## src/rtl/mem_port_ctrl.sv

```systemverilog
// Host initiator for one ECC memory port: Hamming(12,8) encode on write, SEC decode on read.
// Read response RL+1 edges after accept, write ack WL edges after; reads stall while a write is in flight.
module mem_port_ctrl #(
    parameter int D_W = 8,
    parameter int R_W = 12,
    parameter int A_W = 10,
    parameter int WL  = 2,
    parameter int RL  = 2
) (
    input  logic             in_clk,
    input  logic             in_rst,
    input  logic             in_req_valid,
    output logic             o_req_ready,
    input  logic             in_req_we,
    input  logic [A_W-3:0]   in_req_addr,
    input  logic [D_W-1:0]   in_req_wdata,
    output logic             o_rsp_valid,
    output logic [D_W-1:0]   o_rsp_rdata,
    output logic             o_rsp_corr,
    output logic             o_rsp_uncorr,
    output logic             o_wr_ack,
    output logic [7:0]       o_corr_cnt,
    output logic             o_mem_en,
    output logic             o_mem_we,
    output logic [A_W-3:0]   o_mem_addr,
    output logic [R_W-1:0]   o_mem_din,
    input  logic [R_W-1:0]   in_mem_dout
);

    localparam int BW = $clog2(WL + 1);

    // Parity p1/p2/p4/p8 live in bits 0/1/3/7; data fills the remaining positions in order.
    function automatic logic [11:0] hamming_enc(input logic [7:0] d);
        logic [11:0] c;
        c     = '0;
        c[2]  = d[0];
        c[4]  = d[1];
        c[5]  = d[2];
        c[6]  = d[3];
        c[8]  = d[4];
        c[9]  = d[5];
        c[10] = d[6];
        c[11] = d[7];
        c[0]  = d[0] ^ d[1] ^ d[3] ^ d[4] ^ d[6];
        c[1]  = d[0] ^ d[2] ^ d[3] ^ d[5] ^ d[6];
        c[3]  = d[1] ^ d[2] ^ d[3] ^ d[7];
        c[7]  = d[4] ^ d[5] ^ d[6] ^ d[7];
        return c;
    endfunction

    logic [BW-1:0]   wr_busy_q, wr_busy_d;
    logic [WL-1:0]   wr_sr_q, wr_sr_d;
    logic [RL:0]     rd_sr_q, rd_sr_d;
    logic            mem_en_q, mem_en_d;
    logic            mem_we_q, mem_we_d;
    logic [A_W-3:0]  mem_addr_q, mem_addr_d;
    logic [R_W-1:0]  mem_din_q, mem_din_d;
    logic            rsp_valid_q, rsp_valid_d;
    logic [D_W-1:0]  rsp_rdata_q, rsp_rdata_d;
    logic            rsp_corr_q, rsp_corr_d;
    logic            rsp_uncorr_q, rsp_uncorr_d;
    logic            wr_ack_q, wr_ack_d;
    logic [7:0]      corr_cnt_q, corr_cnt_d;

    logic            acc, acc_wr, acc_rd;
    logic [3:0]      syn;
    logic [11:0]     fixed_word;
    logic            dec_corr, dec_uncorr;
    logic [7:0]      dec_data;

    assign o_req_ready = !in_rst && (in_req_we || (wr_busy_q == '0));
    assign acc         = in_req_valid && o_req_ready;
    assign acc_wr      = acc && in_req_we;
    assign acc_rd      = acc && !in_req_we;

    always_comb begin
        syn[0] = ^{in_mem_dout[0], in_mem_dout[2], in_mem_dout[4], in_mem_dout[6], in_mem_dout[8], in_mem_dout[10]};
        syn[1] = ^{in_mem_dout[1], in_mem_dout[2], in_mem_dout[5], in_mem_dout[6], in_mem_dout[9], in_mem_dout[10]};
        syn[2] = ^{in_mem_dout[3], in_mem_dout[4], in_mem_dout[5], in_mem_dout[6], in_mem_dout[11]};
        syn[3] = ^{in_mem_dout[7], in_mem_dout[8], in_mem_dout[9], in_mem_dout[10], in_mem_dout[11]};
        fixed_word = in_mem_dout;
        for (int i = 0; i < 12; i++) begin
            if (syn == 4'(i + 1)) begin
                fixed_word[i] = ~in_mem_dout[i];
            end
        end
        dec_corr   = (syn != 4'd0) && (syn <= 4'd12);
        dec_uncorr = (syn > 4'd12);
        dec_data   = {fixed_word[11], fixed_word[10], fixed_word[9], fixed_word[8],
                      fixed_word[6], fixed_word[5], fixed_word[4], fixed_word[2]};
    end

    always_comb begin
        wr_busy_d = wr_busy_q;
        if (acc_wr) begin
            wr_busy_d = BW'(WL);
        end else if (wr_busy_q != '0) begin
            wr_busy_d = wr_busy_q - BW'(1);
        end

        // One bit per in-flight op so back-to-back writes and reads each get their own pulse.
        wr_sr_d    = wr_sr_q << 1;
        wr_sr_d[0] = acc_wr;
        rd_sr_d    = rd_sr_q << 1;
        rd_sr_d[0] = acc_rd;

        mem_en_d   = acc;
        mem_we_d   = acc_wr;
        mem_addr_d = acc ? in_req_addr : '0;
        mem_din_d  = acc_wr ? hamming_enc(in_req_wdata) : '0;

        wr_ack_d     = wr_sr_q[WL-1];
        rsp_valid_d  = rd_sr_q[RL];
        rsp_rdata_d  = rd_sr_q[RL] ? dec_data : '0;
        rsp_corr_d   = rd_sr_q[RL] && dec_corr;
        rsp_uncorr_d = rd_sr_q[RL] && dec_uncorr;

        corr_cnt_d = corr_cnt_q;
        if (rd_sr_q[RL] && dec_corr && (corr_cnt_q != 8'hFF)) begin
            corr_cnt_d = corr_cnt_q + 8'd1;
        end
    end

    always_ff @(posedge in_clk or posedge in_rst) begin
        if (in_rst) begin
            wr_busy_q    <= '0;
            wr_sr_q      <= '0;
            rd_sr_q      <= '0;
            mem_en_q     <= 1'b0;
            mem_we_q     <= 1'b0;
            mem_addr_q   <= '0;
            mem_din_q    <= '0;
            rsp_valid_q  <= 1'b0;
            rsp_rdata_q  <= '0;
            rsp_corr_q   <= 1'b0;
            rsp_uncorr_q <= 1'b0;
            wr_ack_q     <= 1'b0;
            corr_cnt_q   <= '0;
        end else begin
            wr_busy_q    <= wr_busy_d;
            wr_sr_q      <= wr_sr_d;
            rd_sr_q      <= rd_sr_d;
            mem_en_q     <= mem_en_d;
            mem_we_q     <= mem_we_d;
            mem_addr_q   <= mem_addr_d;
            mem_din_q    <= mem_din_d;
            rsp_valid_q  <= rsp_valid_d;
            rsp_rdata_q  <= rsp_rdata_d;
            rsp_corr_q   <= rsp_corr_d;
            rsp_uncorr_q <= rsp_uncorr_d;
            wr_ack_q     <= wr_ack_d;
            corr_cnt_q   <= corr_cnt_d;
        end
    end

    assign o_mem_en     = mem_en_q;
    assign o_mem_we     = mem_we_q;
    assign o_mem_addr   = mem_addr_q;
    assign o_mem_din    = mem_din_q;
    assign o_rsp_valid  = rsp_valid_q;
    assign o_rsp_rdata  = rsp_rdata_q;
    assign o_rsp_corr   = rsp_corr_q;
    assign o_rsp_uncorr = rsp_uncorr_q;
    assign o_wr_ack     = wr_ack_q;
    assign o_corr_cnt   = corr_cnt_q;

endmodule

```

## config.mk

```make
export PLATFORM = sky130hd
export DESIGN_NAME = mem_port_ctrl
export DESIGN_NICKNAME = d
export VERILOG_FILES = /design/src/rtl/mem_port_ctrl.sv
export SDC_FILE = /design/constraint.sdc
export NUM_CORES = 1
export LEC_CHECK = 0
export ABC_AREA = 0
export CORE_ASPECT_RATIO = 1.1
export CORE_MARGIN = 1
export CORE_UTILIZATION = 45
export DETAILED_ROUTE_END_ITERATION = 10
export GPL_ROUTABILITY_DRIVEN = 0
export PLACE_DENSITY = 0.84
export SLEW_MARGIN = 20
export SYNTH_ARGS = -nofsm -noshare
export SYNTH_HDL_FRONTEND = slang
export SYNTH_SLANG_ARGS = --single-unit
```

## constraint.sdc

```tcl
create_clock -name in_clk -period 2.18 [get_ports in_clk]
set_clock_uncertainty 0.2 [all_clocks]
set_input_delay 0.218 -clock in_clk [delete_from_list [all_inputs] [get_ports in_clk]]
set_output_delay 0.218 -clock in_clk [all_outputs]
set_load 0.02 [all_outputs]
```

# After elaboration in Yosys (flattened, before gate mapping)
# Index checks and enable logic that the tools add are counted.
# word_totals
reg_bits,49
inputBits,32
elab_cells,80
# classes
addsub,2
n_lt_le_gt_ge,2
n_eq_ne,9
muxes,13
n_bitwise,22
n_reduce_logical,19
# op_table
op,n
"equality test 4 bit, second input constant",4
two-way mux 8 bit,2
bitwise XOR 1 bit,14
"equality test 4 x 3 -> 1 bit, second input constant",3
two-way mux 12 bit,1
parity 6 bit,2
parity 5 bit,2
"adder 8 x 1 -> 8 bit, second input constant",1
logical AND 1 bit,8
two-way mux 1 bit,8
"!= test 8 bit, second input constant",1
NOT 1 bit,8
"equality test 4 x 2 -> 1 bit, second input constant",1
"greater-than comparator 4 bit, second input constant",1
"less-or-equal comparator 4 bit, second input constant",1
two-way mux 2 bit,2
nonzero test 2 bit,2
nonzero test 4 bit,1
logical NOT 1 bit,2
logical NOT 2 bit,1
"subtractor 2 x 1 -> 2 bit, second input constant",1
logical OR 1 bit,1

# Longest topological paths before layout
# depth
word_depth,6
ltp_mapped,8

# Worst setup path after synthesis
# Ideal clock, no wire load.
# synth_path
kind,in2reg
from,input port in_mem_dout[2]
to,register corr_cnt_q[1] (netlist: o_corr_cnt[1])
setup_ns,0.125
t_arrival_ns,1.771
required_ns,1.855
slack_ns,0.084
cell_stages,6
n_path_buf,0
cell_sequence,xnor2_2 xnor3_2 nor2_4 mux2i_4 a311oi_4 mux2_4
# synth_via
elab_chain_cells,5
elab_cells_between_ends,7
classes_between,1 x order compare; 6 x reduce/logical
# synth_lines
item,line_no,source
start: declaration,27,input logic [R_W-1:0] in_mem_dout
"parity 6 bit, on equally long branches","77, 78",
less-or-equal comparator 4 bit or nonzero test 4 bit (tied branches),87,dec_corr = (syn != 4'd0) && (syn <= 4'd12);
logical AND 1 bit (*),87,
logical AND 1 bit (*) (2 in series),119,if (rd_sr_q[RL] && dec_corr && (corr_cnt_q != 8'hFF)) begin
end signal: assignment,152,corr_cnt_q <= corr_cnt_d;
end: declaration,63,"logic [7:0] corr_cnt_q, corr_cnt_d;"
# Every way passes the cells marked *; elsewhere a longest branch is shown, timed or not.
# A chain may end at the register's enable or synchronous reset.

# Final worst setup path
# layout_path
from,input port in_mem_dout[11]
to,register corr_cnt_q[2] (netlist: o_corr_cnt[2])
# layout_via
elab_chain_cells,5
elab_cells_between_ends,7
classes_between,1 x order compare; 6 x reduce/logical
# layout_lines
item,line_no
"parity 5 bit, on equally long branches","79, 80"
less-or-equal comparator 4 bit or nonzero test 4 bit (tied branches),87
logical AND 1 bit (*),87
logical AND 1 bit (*) (2 in series),119
# Marked as above.

==> results.py <==
metrics = {
    "logic_synthesis": {
        "synthCells": 172,
        "synth.mux.area_fraction_pct": 2.82,
        "synthSimpleGateAreaFrac_pct": 16.5,
        "synth-xor-area-share_pct": 20.3,
        "yosysSeqAreaShare_pct": 56.3,
        "ys_ff_latch": 48,
        "ys.flop_type": "dfrtp_1",
        "syn_nets": 206,
        "synth.avg_cell_area_um2": 12.4,
        "yosys.area_share.adder_pct": 1.17,
        "syn-cell-area_um2": 2130,
        "synth_compound_area_share_pct": 1.82,
        "synth_cell_types": 30,
        "synth_edf_count": 0,
        "synth-async-reset-ratio_pct": 100,
        "yosys_warnings": 0,
        "synth_top_family_by_area": "XOR/XNOR gates",
    },
    "clock_tree": {
        "clock_sinks": 48,
        "clk_pin_slew_ns": 0.09,
        "clock-root-buffer": "clkbuf_8",
        "clock_path_buffers": 2,
        "cts_tree": "done",
        "insertion_delay_ns": 0.30,
        "cts_hold_buf": 0,
        "numCtsBuffers": 5,
        "cts_htree_levels": 2,
    },
    "layout": {
        "antenna_cells": 0,
        "drive_above_1_share_pct": 22.6,
        "ff_latch_area_um2": 1200,
        "nFillCells": 296,
        "syn2layout_area_growth_pct": 55.5,
        "final_net_count": 313,
        "utilization_pct": 75.2,
        "multi_input_area_um2": 990,
    },
    "job": {
        "cap_viol_max_count": 0,
    },
    "sta": {
        "hold_viol_final": 0,
        "relSlewSlack_pct": 72.0,
        "fin_tns_setup_ns": 0,
        "finalSetupViolations": 0,
        "rsz0062_at_grt": "no",
        "fin_crit_sh_pct": 98.2,
        "fin_crit_ns": 2.14,
        "tightest_slew_ns": 0.419,
        "drv_slew": 0,
        "clock.fmax_mhz": 467,
        "worst_slack_ns": 0.0387,
    },
    "global_routing": {
        "grt_max_degree": 22,
        "track_usage_pct": 20.7,
        "gr-total-overflow": 0,
        "antenna_found_initial": 0,
        "grt_pass1_wl_mm": 7.47,
        "grt_pass1_vias": 1626,
    },
    "die": {
        "core_area_um2": 4410,
        "io_pins": 75,
        "dieHeight_um": 74.2,
        "initial_core_util_pct": 48.4,
        "die_w_um": 67.7,
        "dieArea_um2": 5020,
        "fp-row-count": 25,
    },
    "drt": {
        "vias_per_cell": 4.76,
        "ant_nets": 0,
        "route.detailed.drc": 0,
        "wl_per_cell_um": 13.9,
        "routed-via-count": 1586,
        "drt_first_iter_violations": 41,
        "first_pass_iters": 4,
        "routed_wl_mm": 4.64,
    },
    "placement": {
        "port_buffers": 74,
        "pre_cts_ws_ns": -0.600,
        "hpwl_mm": 3.23,
    },
    "critical_path": {
        "reg2reg_from": "o_corr_cnt[3]$_DFFE_PP0P_",
        "endpoint_kind": "flip-flop",
        "reg2reg_slack_ns": 0.28,
        "cp-start-kind": "primary input",
        "worst_r2r_path_depth": 4,
        "worst-path-max-fanout": 4,
        "rr_endpoint": "o_corr_cnt[1]$_DFFE_PP0P_",
        "worst-endpoint-required_ns": 2.17,
        "cp.arrival_ns": 2.13,
        "critPathKind": "in -> reg",
    },
    "power_and_ir_drop": {
        "powerDensity_nw_per_um2": 835,
        "leakagePower_nw": 1.58,
        "peakVddDrop_v": 0.000702,
    },
    "worst_hold_path": {
        "min_path_type": "in -> async",
    },
    "status": {
        "outcome": "finished clean",
    },
}
-- per-stage QoR --
stage                     power (mW)  hold slack (ns)  area (µm²)  instances
after floorplan                 1.69           0.0836        2130        172
after global placement          2.06            0.133        3070        315
after detailed placement        2.10            0.135        3070        315
after CTS                       2.74           0.0511        3290        329
after global routing            2.92           0.0879        3320        333
final                           2.77           0.0403        3320        333
-- power by group --
part | total, mW | switching (mW) | internal, mW
combinational | 1.13 | 0.530 | 0.599
sequential | 1.11 | 0.104 | 1.01
clock | 0.530 | 0.277 | 0.253
-- worst max path at each step --
stage	start	end	slack (ns)
2_1_floorplan	in_mem_dout[2]	o_corr_cnt[1]$_DFFE_PP0P_	0.08
3_3_place_gp	in_mem_dout[6]	o_corr_cnt[1]$_DFFE_PP0P_	-0.54
3_5_place_dp	in_mem_dout[6]	o_corr_cnt[1]$_DFFE_PP0P_	-0.60
4_1_cts	in_mem_dout[10]	o_corr_cnt[2]$_DFFE_PP0P_	0.01
5_1_grt	in_mem_dout[11]	o_corr_cnt[2]$_DFFE_PP0P_	0.01
6_report	in_mem_dout[11]	o_corr_cnt[2]$_DFFE_PP0P_	0.04
-- layer usage --
| layer | vias to the layer above | GRT usage, % | wire length, µm |
|---|---|---|---|
| met5 | - | 0 | 0 |
| met4 | 0 | 9.69 | 110 |
| met3 | 13 | 6.13 | 274 |
| met2 | 56 | 37.1 | 2570 |
| met1 | 751 | 21.8 | 1690 |
| li1 | 766 | - | - |
-- critical path, cell delays in order --
cell	delay, ns
dlygate4sd2_1	0.28
xnor3_2	0.43
xor2_4	0.28
buf_12	0.14
nand2b_4	0.06
mux2i_4	0.24
buf_6	0.14
nor2_2	0.04
mux2_4	0.29
-- cells in the final DEF (no fill, tap or decap), drive strengths merged, types with 10 or more instances in the layout --
master,netlist,final
buf,0,27
xnor2,20,20
dfrtp,48,48
and3,10,10
xor2,14,14
clkdlybuf4s50,0,62
nor2,27,27
-- cell families (layout without fill, tap and decap cells) --
logic type | count (synthesis) | count (layout)
flops | 48 | 48
compound gates | 3 | 3
xor+xnor | 39 | 39
simple gates | 70 | 70
mux | 4 | 4
fa+ha+maj | 2 | 2
buf+inv | 6 | 113
-- area by class of cell --
| type | count | share of cell area (%) |
|---|---|---|
| multi-input cells | 118 | 29.8 |
| clock inverters | 1 | 0.264 |
| repair buffers | 101 | 28.6 |
| clock buffers | 6 | 2.49 |
| flip-flops and latches | 48 | 36.2 |
| well taps | 54 | 2.04 |
| inverters | 5 | 0.566 |
-- registers in the layout, indices dropped and copies added, names as in the netlist, 2 cells and up --
signal       flops
o_rsp_rdata      8
o_mem_addr       8
rd_sr_q          3
wr_busy_q        2
wr_sr_q          2
o_mem_din       12
o_corr_cnt       8
-- cell usage after synthesis (4+ instances only) --
library cell,n,area (µm²)
nand2b_1,4,25.0
dfrtp_1,48,1200
inv_1,4,15.0
nor2_1,26,97.6
nor3_1,4,20.0
nand2_1,9,33.8
xor2_1,14,123
xnor2_1,18,158
and3_1,10,62.6
and2_1,9,56.3
-- repair_timing --
| action | in CTS | in global routing |
|---|---|---|
| pin swaps | 13 | 6 |
| endpoints found under the setup margin | 10 | 8 |
| resized for setup | 25 | 8 |
| setup buffers | 7 | 4 |
Power figures use the tool's default switching activity.
